## config.mk

```make
export PLATFORM = sky130hd
export DESIGN_NAME = hsid_mse_min
export DESIGN_NICKNAME = d
export VERILOG_FILES = /design/src/rtl/hsid_pkg.sv /design/src/rtl/hsid_mse_min.sv
export SDC_FILE = /design/constraint.sdc
export NUM_CORES = 1
export LEC_CHECK = 0
export ABC_CLOCK_PERIOD_IN_PS = 2960
export BUFFER_PORTS_ARGS = -buffer_cell sky130_fd_sc_hd__buf_2
export CORE_MARGIN = 2
export CORE_UTILIZATION = 41
export DETAILED_ROUTE_END_ITERATION = 8
export GPL_ROUTABILITY_DRIVEN = 1
export SYNTH_ARGS = -nofsm -noshare
export SYNTH_HDL_FRONTEND = slang
export SYNTH_SLANG_ARGS = --single-unit
```

## constraint.sdc

```tcl
create_clock -name clk -period 2.96 [get_ports clk]
set_input_delay 0.444 -clock clk [delete_from_list [all_inputs] [get_ports clk]]
set_output_delay 0.444 -clock clk [all_outputs]
set_load 0.005 [all_outputs]
```

## src/rtl/hsid_pkg.sv

```systemverilog
// Shared definitions for the HSI pixel search pipeline (controller, MSE stage, min/max tracker).
package hsid_pkg;

  localparam int HSI_LIBRARY_SIZE_DEF = 256;
  localparam int MSE_WORD_WIDTH_DEF   = 32;

  typedef logic [MSE_WORD_WIDTH_DEF-1:0] mse_word_t;

  typedef enum logic [1:0] {
    IDLE = 2'd0,
    RUN  = 2'd1,
    DONE = 2'd2
  } hsid_min_state_t;

endpackage

```

## src/rtl/hsid_mse_min.sv

```systemverilog
// Tracks min/max MSE (and their reference indices) across one pixel's library sweep
// and hands the result to the controller over a valid/ready handshake.
module hsid_mse_min
  import hsid_pkg::*;
#(
  parameter  int WORD_WIDTH            = MSE_WORD_WIDTH_DEF,
  parameter  int HSI_LIBRARY_SIZE      = HSI_LIBRARY_SIZE_DEF,
  localparam int HSI_LIBRARY_SIZE_ADDR = $clog2(HSI_LIBRARY_SIZE),
  localparam int CNT_WIDTH             = HSI_LIBRARY_SIZE_ADDR + 1
) (
  input  logic                             clk,
  input  logic                             rst_n,
  input  logic                             start,
  input  logic [CNT_WIDTH-1:0]             library_size,
  input  logic [WORD_WIDTH-1:0]            mse_value,
  input  logic [HSI_LIBRARY_SIZE_ADDR-1:0] mse_ref,
  input  logic                             mse_valid,
  output logic [WORD_WIDTH-1:0]            min_mse_value,
  output logic [HSI_LIBRARY_SIZE_ADDR-1:0] min_mse_ref,
  output logic [WORD_WIDTH-1:0]            max_mse_value,
  output logic [HSI_LIBRARY_SIZE_ADDR-1:0] max_mse_ref,
  output logic                             result_valid,
  input  logic                             result_ready,
  output logic                             busy,
  output logic                             error
);

  localparam logic [CNT_WIDTH-1:0] LIB_MAX = CNT_WIDTH'(HSI_LIBRARY_SIZE);

  hsid_min_state_t      state_q, state_d;
  logic [CNT_WIDTH-1:0] count_q, size_q;
  logic [CNT_WIDTH-1:0] size_clamped;
  logic [CNT_WIDTH-1:0] count_inc;
  logic                 size_ok;
  logic                 first;
  logic                 last;

  assign size_clamped = (library_size > LIB_MAX) ? LIB_MAX : library_size;
  assign size_ok      = (library_size != '0);
  assign count_inc    = count_q + CNT_WIDTH'(1);
  // The first sample loads both trackers so all-ones / zero values still record their ref.
  assign first        = (count_q == '0);
  assign last         = (count_inc == size_q);

  always_comb begin
    state_d = state_q;
    case (state_q)
      IDLE: if (start && size_ok) state_d = RUN;
      RUN: begin
        if (start)                 state_d = size_ok ? RUN : IDLE;
        else if (mse_valid && last) state_d = DONE;
      end
      DONE: if (result_ready) state_d = IDLE;
      default: state_d = IDLE;
    endcase
  end

  always_ff @(posedge clk or negedge rst_n) begin
    if (!rst_n) state_q <= IDLE;
    else        state_q <= state_d;
  end

  always_ff @(posedge clk or negedge rst_n) begin
    if (!rst_n) begin
      count_q       <= '0;
      size_q        <= '0;
      min_mse_value <= '1;
      min_mse_ref   <= '0;
      max_mse_value <= '0;
      max_mse_ref   <= '0;
      error         <= 1'b0;
    end else begin
      case (state_q)
        IDLE, RUN: begin
          if (start) begin
            if (size_ok) begin
              size_q        <= size_clamped;
              count_q       <= '0;
              min_mse_value <= '1;
              min_mse_ref   <= '0;
              max_mse_value <= '0;
              max_mse_ref   <= '0;
              error         <= 1'b0;
            end else begin
              error <= 1'b1;
            end
          end else if (mse_valid) begin
            if (state_q == IDLE) begin
              error <= 1'b1;
            end else begin
              count_q <= count_inc;
              if (first || (mse_value < min_mse_value)) begin
                min_mse_value <= mse_value;
                min_mse_ref   <= mse_ref;
              end
              if (first || (mse_value > max_mse_value)) begin
                max_mse_value <= mse_value;
                max_mse_ref   <= mse_ref;
              end
            end
          end
        end
        DONE: if (start || mse_valid) error <= 1'b1;
        default: ;
      endcase
    end
  end

  assign busy         = (state_q == RUN);
  assign result_valid = (state_q == DONE);

endmodule
```

==> flow_summary.yaml <==
clock_tree:
  clk-insertion-delay-late_ns: 0.35
  root_buffer: "clkbuf_16"
  cts_setup_buffers: 0
  cts_buffers: 9
  path_clk_slew_ns: 0.08
  htree_levels: 3
  cts_resized: 0
  cts_hold_buffers: 0
  cts.sinks: 101
  cts_tree: "done"
  clockBufferDepth: 2
synth:
  yosys_warnings: 0
  synthCells: 818
  yosys.area.top_type: "dfrtp_1"
  synth_cell_types: 59
  ys_ff_latch: 101
  synth_edf_count: 0
  async_flop_share_pct: 100
  synth.top_cell.area_share_pct: 23.8
  synthSimpleGateAreaFrac_pct: 23.5
  yosys-top-cells-area: "dfrtp_1 24%, dfstp_2 12%, ha_1 11%"
  synth_nets: 937
  ys.flop_type: "dfrtp_1"
  avgSynthCellArea_um2: 8.87
  synth-compound-area-share_pct: 18.4
  synth_fa_ha_area_share_pct: 11.2
  synth_top_family_by_area: "simple AND/OR/NAND/NOR gates"
  yosys.area_share.xor_xnor_pct: 1.57
  seq_area_frac_synth_pct: 35.4
  synth.area.mux_share_pct: 1.97
  synth_area_um2: 7250
grt:
  grt_use_total_pct: 21.8
  first_global_vias: 6095
  grt_pass1_wl_mm: 32.4
  antenna_found_initial: 0
  grt_max_degree: 81
  overflow: 0
drt:
  finalWirelength_mm: 20.0
  drtIter0Drc: 483
  drtAntennaViolNets: 0
  via_per_inst: 5.64
  drt_first_pass_iters: 5
  drc: 0
  route.met3.wl_mm: 1.01
  highest_layer: "met4"
  wl_per_cell_um: 17.0
  m1WireLength_mm: 9.71
  route.met2.wl_mm: 8.98
  via_count: 6613
power:
  peakVddDrop_mv: 0.337
  power.density_nw_per_um2: 599
  power_mw: 5.14
  leakagePower_nw: 4.06
setup_path:
  critPathLaunchType: "flip-flop"
  critPathArrivalTime_ns: 3.02
  path_cells: "inv_1, ha_1, nand4_2, or4_4, or4_4, a41oi_2, nand3_1"
  cp_num_buf_inv: 1
  max_stage_delay_ns: 0.67
  crit_required_ns: 3.20
  path_class: "reg -> reg"
  cpMaxStageDelayCell: "or4_4"
  critPathMostFrequentCell: "or4_4"
  cp_max_fo: 9
  cp_top_family: "simple AND/OR/NAND/NOR gates"
  cp-end-kind: "flip-flop"
floorplanning:
  die_h_um: 137
  initial_core_util_pct: 41.9
  die_w_um: 137
  coreArea_um2: 17300
  dieArea_um2: 18800
  num_rows: 48
  num_io_pins: 137
placed_design:
  dp_hpwl_mm: 14.4
  gp_congestion: 0.811
  dpl_cell_area_um2: 8300
  place_ws_ns: 0.0787
  io_buffer_count: 136
min_path:
  hp-class: "in -> async"
timing:
  setup_slack_ns: 0.174
  slew_violations: 0
  finalHoldViolCount: 0
  fin_crit_sh_pct: 94.1
  skew_ns: 0.0106
  rsz0062_at_grt: "false"
  setup_violations: 0
  maxSlewHeadroom_pct: 51.0
  period_needed_ns: 2.79
  max_freq_ghz: 0.359
  tns_ns: 0
  worstMarginPinSlew_ns: 0.734
final_layout:
  antenna_cells: 0
  area_delta_synth_final_pct: 18.5
  layout.nets: 1062
  drive_gt1_share_pct: 27.5
  final_core_util_pct: 49.7
  post-route-cell-area_um2: 8590
run_status:
  status: "complete, no violations"
run:
  maxCapViolations: 0
flip-flops by register name, indices dropped and copies added (netlist names):
signal / count
max_mse_value: 32
min_mse_value: 32
error: 1
count_q: 9
max_mse_ref: 8
min_mse_ref: 8
state_q: 2
size_q: 9
power breakdown:
group / switching [mW] / leakage [nW] / total [mW] / internal [mW]
Clock: 0.547 / 0.139 / 1.17 / 0.622
Sequential: 0.260 / 1.25 / 1.98 / 1.72
Combinational: 1.11 / 2.68 / 1.99 / 0.885
cells in the mapped netlist (3+ instances only):
library cell,instances
a21oi_1,33
a211oi_1,6
a21o_1,4
nand2b_1,4
nor3_1,7
dfstp_2,32
buf_6,6
buf_4,4
xnor2_1,10
o31a_1,3
a41oi_2,8
nand4_1,13
nand3_1,88
dfrtp_1,69
mux2_4,8
a31oi_1,34
ha_1,65
and2_1,3
nor3b_1,8
xor2_1,3
nor2b_1,12
nand2_1,36
nor2_1,39
and3_1,8
o21ai_0,45
inv_1,70
clkbuf_1,32
buf_2,17
o21ai_1,14
or4_1,33
a22o_1,34
or3_1,34
final cells by class:
| cell class | count | area, um2 |
|---|---|---|
| Fill cell | 1723 | 8700 |
| Multi-Input combinational cell | 585 | 4150 |
| Sequential cell | 101 | 2570 |
| Timing Repair Buffer | 175 | 1040 |
| Tap cell | 225 | 282 |
| Inverter | 71 | 267 |
| Clock buffer | 12 | 256 |
| Clock inverter | 4 | 33.8 |
stage by stage:
stage | hold WS [ns] | std cells
CTS | 0.131 | 1173
detailed placement | 0.475 | 1157
global route | 0.157 | 1173
finish | 0.101 | 1173
global placement | 0.472 | 1157
floorplan | 0.148 | 818
logic make-up after synthesis:
group / count (synthesis)
adder cells (fa/ha/maj): 65
XOR/XNOR: 13
flip-flops: 101
AO/OA/AOI/OAI: 196
AND/OR/NAND/NOR: 301
multiplexers: 10
buffers and inverters: 132
placed cells by master, fill, tap and decap left out, types with 3 or more instances in the layout:
cell | Yosys | layout
dfrtp_1 | 69 | 69
or3_1 | 34 | 33
o31a_1 | 3 | 3
nand2_1 | 36 | 36
a22o_1 | 34 | 34
xnor2_1 | 10 | 10
o21ai_0 | 45 | 45
nand3_1 | 88 | 88
mux2_4 | 8 | 8
nand2b_1 | 4 | 4
nor3b_1 | 8 | 8
or4_1 | 33 | 33
nor2b_1 | 12 | 12
nor2_1 | 39 | 39
and3_1 | 8 | 8
clkinv_4 | 0 | 3
buf_4 | 4 | 34
a21oi_1 | 33 | 32
a21o_1 | 4 | 4
buf_12 | 0 | 5
a41oi_2 | 8 | 8
dfstp_2 | 32 | 32
clkbuf_16 | 0 | 9
nor3_1 | 7 | 6
ha_1 | 65 | 65
buf_2 | 17 | 135
a211oi_1 | 6 | 5
xor2_1 | 3 | 3
a31oi_1 | 34 | 34
nand4_1 | 13 | 13
inv_1 | 70 | 70
o21ai_1 | 14 | 14
routing by layer:
metal / vias to the layer above / track usage [%]
li1: 3277 / -
met5: - / 0
met4: 0 / 6.07
met1: 3153 / 31.4
met3: 20 / 3.85
met2: 163 / 33.5
final timing paths:
| kind | slack, ns | depth (start not counted) | start | end |
|---|---|---|---|---|
| setup / recovery | 0.17 | 7 | min_mse_value[29] | min_mse_ref[6] |
| min in group clk | 0.33 | 3 | library_size[1] | size_q[1] |
| setup reg to reg | 0.17 | 7 | min_mse_value[29] | min_mse_ref[6] |
| max in group asynchronous | 2.14 | 2 | rst_n | max_mse_ref[5] |
| hold / removal | 0.10 | 1 | rst_n | max_mse_value[26] |
| hold reg to reg | 0.49 | 1 | error | error |
Power figures use the tool's default switching activity.
